### config.mk
export PLATFORM = sky130hd
export DESIGN_NAME = mem_port_arbiter
export DESIGN_NICKNAME = d
export VERILOG_FILES = /design/src/rtl/mips_mem_pkg.sv /design/src/rtl/mem_wait_timer.sv /design/src/rtl/mem_port_arbiter.sv
export SDC_FILE = /design/constraint.sdc
export NUM_CORES = 1
export LEC_CHECK = 0
export BUFFER_PORTS_ARGS = -buffer_cell sky130_fd_sc_hd__buf_2
export CORE_MARGIN = 3
export CORE_UTILIZATION = 25
export CTS_CLUSTER_DIAMETER = 60
export CTS_CLUSTER_SIZE = 14
export DETAILED_ROUTE_END_ITERATION = 12
export PLACE_DENSITY = 0.56
export SYNTH_ARGS = -nofsm -noshare
export SYNTH_HDL_FRONTEND = slang
export SYNTH_SLANG_ARGS = --single-unit
### constraint.sdc
create_clock -name clk -period 1.85 [get_ports clk]
set_clock_uncertainty 0.2 [all_clocks]
set_input_delay 0.2775 -clock clk [delete_from_list [all_inputs] [get_ports clk]]
set_output_delay 0.2775 -clock clk [all_outputs]
set_load 0.05 [all_outputs]
### src/rtl/mips_mem_pkg.sv
`default_nettype none
// ============================================================================
// Module  : mips_mem_pkg
// Summary : Shared types and helpers for the unified memory port arbiter.
// Rev     : 1.0  initial release
// ============================================================================
package mips_mem_pkg;

    localparam int MIPS_ADDR_W = 30;
    localparam int MIPS_DATA_W = 32;

    typedef enum logic [0:0] {
        IDLE = 1'b0,
        BUSY = 1'b1
    } arb_state_t;

    typedef enum logic [0:0] {
        GNT_IF = 1'b0,
        GNT_DM = 1'b1
    } grant_t;

    // Under contention the side that did not win last time goes next.
    function automatic grant_t pick_grant(input logic   want_if,
                                          input logic   want_dm,
                                          input grant_t last);
        if (want_dm && !(want_if && (last == GNT_DM))) begin
            return GNT_DM;
        end
        return GNT_IF;
    endfunction

endpackage
`default_nettype wire

### src/rtl/mem_wait_timer.sv
`default_nettype none
// ============================================================================
// Module  : mem_wait_timer
// Summary : 4-bit wait-state counter; done flags the last wait-state cycle.
// Rev     : 1.0  initial release
// ============================================================================
module mem_wait_timer #(
    parameter int MEM_LAT = 2
) (
    input  logic clk,
    input  logic rst_n,
    input  logic load,
    input  logic en,
    output logic done
);

    logic [3:0] cnt_d;
    logic [3:0] cnt_q;

    always_comb begin
        cnt_d = cnt_q;
        if (load) begin
            cnt_d = 4'd0;
        end else if (en) begin
            cnt_d = cnt_q + 4'd1;
        end
    end

    always_ff @(posedge clk or negedge rst_n) begin
        if (!rst_n) begin
            cnt_q <= 4'd0;
        end else begin
            cnt_q <= cnt_d;
        end
    end

    assign done = (cnt_q == 4'(MEM_LAT - 1));

endmodule
`default_nettype wire

### src/rtl/mem_port_arbiter.sv
`default_nettype none
// ============================================================================
// Module  : mem_port_arbiter
// Summary : Shares one single-ported memory between fetch and load/store.
// Rev     : 1.0  initial release
// ============================================================================
module mem_port_arbiter
    import mips_mem_pkg::*;
#(
    parameter int ADDR_W  = mips_mem_pkg::MIPS_ADDR_W,
    parameter int DATA_W  = mips_mem_pkg::MIPS_DATA_W,
    parameter int MEM_LAT = 2
) (
    input  logic              clk,
    input  logic              rst_n,
    input  logic              if_req,
    input  logic [ADDR_W-1:0] if_addr,
    output logic [DATA_W-1:0] if_rdata,
    output logic              if_ack,
    input  logic              dm_req,
    input  logic              dm_we,
    input  logic [ADDR_W-1:0] dm_addr,
    input  logic [DATA_W-1:0] dm_wdata,
    output logic [DATA_W-1:0] dm_rdata,
    output logic              dm_ack,
    output logic              stall_if,
    output logic              stall_mem,
    output logic              mem_en,
    output logic              mem_we,
    output logic [ADDR_W-1:0] mem_addr,
    output logic [DATA_W-1:0] mem_wdata,
    input  logic [DATA_W-1:0] mem_rdata
);

    arb_state_t        state_d,      state_q;
    grant_t            last_grant_d, last_grant_q;
    grant_t            owner_d,      owner_q;
    logic              mem_en_d,     mem_en_q;
    logic              mem_we_d,     mem_we_q;
    logic [ADDR_W-1:0] mem_addr_d,   mem_addr_q;
    logic [DATA_W-1:0] mem_wdata_d,  mem_wdata_q;
    logic [DATA_W-1:0] if_rdata_d,   if_rdata_q;
    logic [DATA_W-1:0] dm_rdata_d,   dm_rdata_q;
    logic              if_ack_d,     if_ack_q;
    logic              dm_ack_d,     dm_ack_q;

    logic   elig_if;
    logic   elig_dm;
    logic   timer_load;
    logic   timer_en;
    logic   timer_done;
    grant_t win;

    // A requester is masked during its own ack cycle so a held level
    // request is not mistaken for a fresh one.
    assign elig_if = if_req & ~if_ack_q;
    assign elig_dm = dm_req & ~dm_ack_q;
    assign win     = pick_grant(elig_if, elig_dm, last_grant_q);

    mem_wait_timer #(
        .MEM_LAT (MEM_LAT)
    ) u_timer (
        .clk   (clk),
        .rst_n (rst_n),
        .load  (timer_load),
        .en    (timer_en),
        .done  (timer_done)
    );

    always_comb begin
        state_d      = state_q;
        last_grant_d = last_grant_q;
        owner_d      = owner_q;
        mem_en_d     = mem_en_q;
        mem_we_d     = mem_we_q;
        mem_addr_d   = mem_addr_q;
        mem_wdata_d  = mem_wdata_q;
        if_rdata_d   = if_rdata_q;
        dm_rdata_d   = dm_rdata_q;
        if_ack_d     = 1'b0;
        dm_ack_d     = 1'b0;
        timer_load   = 1'b0;
        timer_en     = 1'b0;

        case (state_q)
            IDLE: begin
                if (elig_if || elig_dm) begin
                    state_d      = BUSY;
                    timer_load   = 1'b1;
                    owner_d      = win;
                    last_grant_d = win;
                    mem_en_d     = 1'b1;
                    if (win == GNT_DM) begin
                        mem_we_d    = dm_we;
                        mem_addr_d  = dm_addr;
                        mem_wdata_d = dm_wdata;
                    end else begin
                        mem_we_d    = 1'b0;
                        mem_addr_d  = if_addr;
                        mem_wdata_d = '0;
                    end
                end
            end
            BUSY: begin
                timer_en = 1'b1;
                if (timer_done) begin
                    if (owner_q == GNT_IF) begin
                        if_rdata_d = mem_rdata;
                        if_ack_d   = 1'b1;
                    end else begin
                        if (!mem_we_q) begin
                            dm_rdata_d = mem_rdata;
                        end
                        dm_ack_d = 1'b1;
                    end
                    mem_en_d = 1'b0;
                    mem_we_d = 1'b0;
                    state_d  = IDLE;
                end
            end
            default: begin
                state_d = IDLE;
            end
        endcase
    end

    always_ff @(posedge clk or negedge rst_n) begin
        if (!rst_n) begin
            state_q      <= IDLE;
            last_grant_q <= GNT_IF;
            owner_q      <= GNT_IF;
            mem_en_q     <= 1'b0;
            mem_we_q     <= 1'b0;
            mem_addr_q   <= '0;
            mem_wdata_q  <= '0;
            if_rdata_q   <= '0;
            dm_rdata_q   <= '0;
            if_ack_q     <= 1'b0;
            dm_ack_q     <= 1'b0;
        end else begin
            state_q      <= state_d;
            last_grant_q <= last_grant_d;
            owner_q      <= owner_d;
            mem_en_q     <= mem_en_d;
            mem_we_q     <= mem_we_d;
            mem_addr_q   <= mem_addr_d;
            mem_wdata_q  <= mem_wdata_d;
            if_rdata_q   <= if_rdata_d;
            dm_rdata_q   <= dm_rdata_d;
            if_ack_q     <= if_ack_d;
            dm_ack_q     <= dm_ack_d;
        end
    end

    assign if_rdata  = if_rdata_q;
    assign if_ack    = if_ack_q;
    assign dm_rdata  = dm_rdata_q;
    assign dm_ack    = dm_ack_q;
    assign stall_if  = if_req & ~if_ack_q;
    assign stall_mem = dm_req & ~dm_ack_q;
    assign mem_en    = mem_en_q;
    assign mem_we    = mem_we_q;
    assign mem_addr  = mem_addr_q;
    assign mem_wdata = mem_wdata_q;

endmodule
`default_nettype wire

Yosys cells after proc, flatten, opt, wreduce, memory -nomap -nowiden --
Cells that the tools add are included. W data, S select, Z words.
Operators by class: $add $sub $neg 1, equal/unequal tests 3, muxes and demuxes 24, bitwise gates (word level) 7, reduce and logical (&&, ||, !) cells 9
Operators by type and width (count):
- $mux W32 | 1
- $mux W30 | 1
- $mux W1 | 17
- $mux W4 | 2
- $pmux W1 S2 | 3
- $not A1 Y1 | 5
- $add A4 B1 Y4 const B | 1
- $eq A4 B1 Y1 const B | 1
- $reduce_and A2 Y1 | 2
- $reduce_and A4 Y1 | 1
- $reduce_and A3 Y1 | 1
- $and A1 B1 Y1 | 2
- $logic_and A1 B1 Y1 | 2
- $ne A2 B1 Y1 const B | 1
- $ne A2 B2 Y1 const B | 1
- $reduce_bool A2 Y1 | 1
- $logic_not A1 Y1 | 1
- $logic_or A1 B1 Y1 | 1
Word-level totals: flip-flop bits (word level) 136, bits of input ports 129, output and inout port bits 132, word-level logic and storage cells 55

Longest topological paths before layout --
Gate-level depths: netlist (run 1).
word-level depth 10, gate-level depth with buffers 6, depth with buffers taken out 5

Modules after synthesis --
A second synthesis (run 1) with hierarchy kept.
Second synthesis, totals: cell total of the unflattened synthesis 429, area, all modules 6142.1 sq um
Modules (own cells, without submodules):
- mem_port_arbiter | instances 1, cells an instance 409, area each 5920.7 sq um, seq. area each 3303.2 sq um
- mem_wait_timer | instances 1, cells an instance 20, area each 221.5 sq um, seq. area each 100.1 sq um

Worst setup path before layout (run 1) --
OpenSTA, ideal clock, no wires.
kind register to register, start point register dm_ack_q (netlist: dm_ack), end point register u_timer.cnt_q[0], library setup time 0.125 ns, arrival 1.715 ns, data required time 1.525 ns, slack -0.190 ns, cell stages (with the launch flop) 6, path buffers 1, clock period less this slack 2.040 ns, path through dfrtp_1 nand2b_1 buf_4 inv_1 nor3_1 mux2_2
On the way: cells in the longest elaborated chain, start to end 6, elaborated cells on any way between the ends 7, classes of those cells mux: 3; bitwise: 2; reduce/logical: 2
RTL lines:
- start: declaration | line mem_port_arbiter.sv:45 | logic dm_ack_d, dm_ack_q;
- start signal: assignment | line mem_port_arbiter.sv:151 | dm_ack_q <= dm_ack_d;
- $not A1 Y1 (*)
- $and A1 B1 Y1 (*)
- named net stall_mem | line mem_port_arbiter.sv:27 | output logic stall_mem,
- $logic_or A1 B1 Y1 (*) | line mem_port_arbiter.sv:87 | if (elig_if || elig_dm) begin
- $mux W1 (*) | line mem_port_arbiter.sv:87
- $mux W1 (*) | line mem_port_arbiter.sv:85 | case (state_q)
- $mux W4 / $reduce_bool A2 Y1 (equally long branches)
- end signal: assignment | line mem_wait_timer.sv:33 | cnt_q <= cnt_d;
- end: declaration | line mem_wait_timer.sv:18 | logic [3:0] cnt_q;
The timed path passes the listed nets; every way through them passes the cells marked *. A chain may end at the register's enable or synchronous reset.

Worst setup path after layout (run 1) --
start point register u_timer.cnt_q[1], end point register if_rdata_q[20] (netlist: if_rdata[20])
On the way: cells in the longest elaborated chain, start to end 2
RTL lines:
- $eq A4 B1 Y1 | line mem_wait_timer.sv:37 | assign done = (cnt_q == 4'(MEM_LAT - 1));
- $reduce_and A3 Y1 (no line)
- end signal: assignment | line mem_port_arbiter.sv:148 | if_rdata_q <= if_rdata_d;
- end: declaration | line mem_port_arbiter.sv:42 | logic [DATA_W-1:0] if_rdata_d, if_rdata_q;
Every way passes these cells.

==> metrics, run 1 <==
Levels on crit path 7; Distinct cells, synth 32; CTS Root Cell clkbuf_16; Leak Pwr 4.79 nW; Port-buffer cells 260; DRC viols 0; EDFF count, synth 0; Clock Latency Late Sink 0.41 ns; hold slack 0.119 ns; Starting Density 25.8%; # diodes 0; Total Wirelength 19,900 µm; Placed Area 7750 µm²; first-pass GRT wire length 30,400 µm; commonest non-fill, non-tap cells in the layout buf_2 (256), dfrtp_1 (134), dlygate4sd3_1 (96), mux2_4 (40), a22o_1 (35); Worst EP required 1.95 ns; CTS Sinks 136; syn avg cell area 13.9 µm²; antenna violations before repair 0; Syn Inst Count 426; Final GP Congestion 0.752; share of cells above drive strength 1 51.3%; Tcrit/Tclk final 98.1%; Slowest Stage Delay on Critical Path 0.39 ns; sequential element share of the synthesized area 57.4%; Reg clk slew, reported paths 0.07 ns; RR Endpoint if_rdata[20]$_DFFE_PN0P_; Ports 261; Most used DFF post-synth dfrtp_1; # setup viols final 0; CTS tree done; r2r setup slk 0.03 ns; crit path max fanout 5; critical path capture point type register; dpl hpwl 12,300 µm; DR iter-0 viols 282; Overflow after GRT 0; antenna-violating nets left 0; TritonRoute pass-1 iters 4; Max clock buf depth 2; worst-margin pin slew 0.409 ns; max_slew headroom 72.6%; DIE HEIGHT 160 µm; Fill cells 2,198; post-DR wirelength/cell 17.7 µm; RR Startpoint u_timer.cnt_q[1]$_DFFE_PN0P_; htree depth 4; CP max stage cell dfrtp_1; vias 5,182; Final Slew Violations 0; Fmax 0.551 GHz; PwrDens 1970 nW/µm²; Max rail drop VDD 1410 µV; commonest non-fill, non-tap cell in the layout buf_2; cell family with most CP delay flip-flops; critical-path cell list inv_2, ha_4, nand4bb_4, nor2_4, buf_12, clkbuf_16, mux2_2; outcome complete, no violations; Arr. time, crit path 1.92 ns; Seq cells post-synth 136; mapped cell area 5930 µm²; Min-Delay Path Class primary input to asynchronous set/reset pin; synth warn 0; Global Route Usage Sum 14.8%; Post-Place Worst Slack 0.00853 ns; Setup WS post-layout 0.0344 ns; Die Wd 160 µm; Cell Rows 55; CP Launch Type register; final net count 934; RSZ-0062 raised after global routing true; Synth Net Count 557; vias per cell 4.59; critical path class register to register; Synth async-reset ratio 100%; core area 23,000 µm²; Final Cell Area 9780 µm²; Synth-to-Final Area Change 65.0%; max-cap viol count 0; vias in the first global route 5,433; Fin. Hold Viols 0; largest net degree at the start of global routing 51; Worst Path Buf+Inv 3; total CTS buffers 17; R2R cell count 7; DIE AREA 25,600 µm²; Final min period 1.82 ns; Setup TNS Final 0 ns
[cell usage after synthesis, drive strengths merged, types with 4 or more instances]
cell type	count	share of area, %
dfrtp	136	57
clkbuf	24	1.5
o21ai	30	2.5
mux2	65	14
a2bb2oi	30	4.4
buf	19	2.4
and3b	31	4.6
a221oi	30	4.4
a22o	35	5.2
inv	4	0.25
[flip-flops by register name, indices dropped and copies added, names as in the netlist]
register,flops
mem_addr,30
u_timer.cnt_q,4
dm_rdata,32
mem_wdata,32
if_ack,1
dm_ack,1
mem_en,1
mem_we,1
if_rdata,32
state_q,1
owner_q,1
[layout make-up]
type / instances / area [µm²] / share of cell area [%]
clock buffer: 19 / 453 / 4.63
clock inverter: 13 / 135 / 1.38
inverter: 4 / 22.5 / 0.230
multi-input combinational: 243 / 2400 / 24.5
sequential: 136 / 3410 / 34.8
tap: 313 / 392 / 4.00
timing repair buffer: 401 / 2970 / 30.4
[worst max path at each step]
stage	from	end	slack, ns
after floorplan	dm_ack$_DFF_PN0_	mem_wdata[0]$_DFFE_PN0P_	0.009
after global placement	u_timer.cnt_q[1]$_DFFE_PN0P_	if_rdata[4]$_DFFE_PN0P_	0.05
after detailed placement	u_timer.cnt_q[1]$_DFFE_PN0P_	if_rdata[22]$_DFFE_PN0P_	0.009
after CTS	dm_ack$_DFF_PN0_	stall_mem	-0.03
after global routing	u_timer.cnt_q[1]$_DFFE_PN0P_	dm_rdata[8]$_DFFE_PN0P_	-0.03
final	u_timer.cnt_q[1]$_DFFE_PN0P_	if_rdata[20]$_DFFE_PN0P_	0.03
[through the flow]
stage	instances	total power, W	util, %
CTS	1117	0.0189	41.1
global placement	982	0.0150	33.7
floorplan	426	0.0125	-
finish	1129	0.0192	42.5
detailed placement	982	0.0151	33.7
global route	1129	0.0201	42.5
[power breakdown]
part,internal (W),switching (W)
registers,0.00438,0.000861
clock network,0.00196,0.00144
logic,0.00364,0.00697
[what timing repair did]
action / 4_1_cts / 5_1_grt
resized for setup: 9 / 29
endpoints found under the setup margin: 3 / 80
gates cloned: 2 / 6
pin swaps: 0 / 2
hold buffers: 96 / 0
endpoints found under the hold margin: 263 / 0
setup buffers: 5 / 6
[layer usage]
| layer | vias up | wire (µm) | GRT usage, % |
|---|---|---|---|
| met5 | - | 0 | 0 |
| met4 | 0 | 481 | 5.60 |
| met3 | 37 | 1200 | 3.97 |
| met2 | 210 | 9360 | 23.9 |
| met1 | 2555 | 8900 | 19.1 |
| li1 | 2380 | - | - |
[cells by family (layout without fill, tap and decap cells)]
group | Yosys count | after routing | share of synthesized area [%]
xor+xnor | 2 | 2 | 0.296
fa+ha+maj | 2 | 2 | 0.422
buf+inv | 47 | 437 | 4.16
compound gates | 129 | 129 | 17.1
flops | 136 | 136 | 57.4
simple gates | 45 | 45 | 6.36
mux | 65 | 65 | 14.3
Power figures use the tool's default switching activity.
==> run 2, diff against run 1 <==
Settings changed: ABC_AREA from default to 1, PLACE_DENSITY 0.56 to 0.57.
==> metrics, run 2 <==
CP max stage cell dfrtp_1; critical path class register to primary output; first-pass GRT wire length 29,400 µm (-3.1%); Synth Net Count 814 (+46%); Leak Pwr 5.23 nW (+9.3%); Setup TNS Final 0 ns (unchanged); CTS Sinks 136 (unchanged); Min-Delay Path Class primary input to register; synth warn 0 (unchanged); DR iter-0 viols 299 (+6.0%); Util after Layout 41.6% (-0.90 points); cell with the most instances after synthesis nand2_1; commonest non-fill, non-tap cells in the layout nand2_1 (264), buf_2 (258), dfrtp_1 (136), dlygate4sd3_1 (112), inv_1 (101); syn avg cell area 8.37 µm² (-40%); met2 WL 8980 µm (-4.1%); Fin. Hold Viols 0 (unchanged); crit path max fanout 5 (unchanged); Final GP Congestion 0.764 (+1.5%); Final Cell Area 9230 µm² (-5.6%); vias 5,663 (+9.3%); hold slack 0.0174 ns (-0.101 ns); Slowest Stage Delay on Critical Path 0.41 ns (+0.02 ns); outcome complete, no violations; Total Wirelength 18,700 µm (-6.1%); Synth async-reset ratio 100% (unchanged); max-cap viol count 0 (unchanged); Seq cells post-synth 136 (unchanged); post-DR wirelength/cell 13.8 µm (-22%); Clock Latency Late Sink 0.41 ns (about the same); Port-buffer cells 260 (unchanged); Overflow after GRT 0 (unchanged); final net count 1,191 (+28%); Tcrit/Tclk final 93.1% (-5.1 points); Max clock buf depth 2 (unchanged); RSZ-0062 raised after global routing false; Post-Place Worst Slack 0.156 ns (+0.148 ns); total CTS buffers 17 (unchanged); dpl hpwl 12,300 µm (+0.15%); Reg clk slew, reported paths 0.06 ns (about the same); critical-path cell list nor2_4, buf_12, buf_8; sequential element share of the synthesized area 59.5% (+2.1 points); # setup viols final 0 (unchanged); largest net degree at the start of global routing 65 (+27%); vias per cell 4.18 (-8.9%); Global Route Usage Sum 15.0% (+0.21 points); Max rail drop VDD 942 µV (-33%); TritonRoute pass-1 iters 6 (+2); vias in the first global route 5,805 (+6.8%); DIE AREA 24,700 µm² (-3.4%); CTS Root Cell clkbuf_16; Final min period 1.72 ns (-0.0937 ns); Arr. time, crit path 1.24 ns (-0.68 ns); Synth-to-Final Area Change 61.4%; worst-margin pin slew 0.389 ns (-0.0195 ns); antenna-violating nets left 0 (unchanged); Distinct cells, synth 20 (-38%); CP Launch Type register; Syn Inst Count 683 (+60%); Setup WS post-layout 0.128 ns (+0.0937 ns); post-synth top area share 59.5% (+2.1 points); htree depth 4 (unchanged); cell family with most CP delay flip-flops; DRC viols 0 (unchanged); EDFF count, synth 0 (unchanged); share of cells above drive strength 1 29.9% (-21 points); core area 22,200 µm² (-3.6%); DIE HEIGHT 157 µm (-1.7%); Die Wd 157 µm (-1.7%); commonest non-fill, non-tap cell in the layout nand2_1; Worst Path Buf+Inv 2 (-1); critical path capture point type primary output; DR WL met3 970 µm (-19%); Starting Density 25.8% (+0.026 points); area leader, netlist dfrtp_1; Ports 261 (unchanged); antenna violations before repair 1 (+1); CTS tree done; Fmax 0.581 GHz (+5.4%); highest metal used met4; Most used DFF post-synth dfrtp_1; WL met1 8180 µm (-8.2%); max_slew headroom 74.0% (+1.4 points); PwrDens 1960 nW/µm² (-0.46%); Final Slew Violations 0 (unchanged); Synth top cells by count nand2_1 (264), dfrtp_1 (136), inv_1 (101); mapped cell area 5720 µm² (-3.5%); Synth area leaders dfrtp_1 (60%), nand2_1 (17%), inv_1 (6.6%); Worst EP required 1.37 ns (-0.58 ns); Cell Rows 54 (-1.8%); Placed Area 7450 µm² (-3.9%)
[run 2: final timing paths]
| path | from | cells after the start | slack, ns | to |
|---|---|---|---|---|
| worst min-delay path | if_addr[7] | 5 | 0.02 | mem_addr[7]$_DFFE_PN0P_ |
| worst max-delay path | dm_ack$_DFF_PN0_ | 3 | 0.13 | stall_mem |
| max in group asynchronous | rst_n | 3 | 0.71 | mem_wdata[10]$_DFFE_PN0P_ |
| worst max register to register | u_timer.cnt_q[1]$_DFFE_PN0P_ | 8 | 0.16 | if_rdata[4]$_DFFE_PN0P_ |
| worst min register to register | mem_en$_DFFE_PN0P_ | 2 | 0.27 | mem_en$_DFFE_PN0P_ |
| min in group asynchronous | rst_n | 2 | 0.14 | dm_rdata[11]$_DFFE_PN0P_ |
[run 2: power breakdown]
part / switching [W] / internal [W]
clock network: 0.00142 / 0.00192
logic: 0.00732 / 0.00229
registers: 0.000751 / 0.00437
[run 2: per-layer routing]
metal | track usage (%) | vias up
li1 | - | 2838
met1 | 18.4 | 2606
met2 | 25.1 | 179
met3 | 3.66 | 40
met4 | 6.86 | 0
met5 | 0 | -
[run 2: layout make-up]
class,count,area [µm²]
antenna,1,2.50
clock buffer,18,439
clock inverter,14,140
fill,2204,12900
inverter,102,383
multi-input combinational,410,1780
sequential,136,3400
tap,280,350
timing repair buffer,393,2730
[run 2: cells by family after synthesis]
logic type / after synthesis / share of synthesized area (%)
AOI/OAI and AO/OA: 69 / 6.04
xor gates and xnor gates: 1 / 0.153
adders and majority gates: 2 / 0.437
buffers and inverters: 137 / 9.69
DFF: 136 / 59.5
and+or+nand+nor: 338 / 24.2
[run 2: worst register-to-register path, cell delays in order (launching register included)]
cell and delay [ns]:
dfrtp_1 0.40, inv_1 0.06, ha_1 0.14, nand2_1 0.08, nor2_4 0.15, nand3_2 0.12
buf_12 0.21, nand2_1 0.11, o21ai_0 0.08
[run 2: timing repair]
action	CTS	global route
gates resized for setup	3	1
hold buffers	112	0
gates cloned	1	0
buffers inserted	0	4
endpoints found under the setup margin	1	1
pin swaps	1	1
endpoints found under the hold margin	259	0
[run 2: metrics by stage]
stage	std cells	power (W)
floorplan	683	0.0120
global placement	1204	0.0145
detailed placement	1204	0.0146
CTS	1349	0.0183
global route	1354	0.0192
finish	1354	0.0181
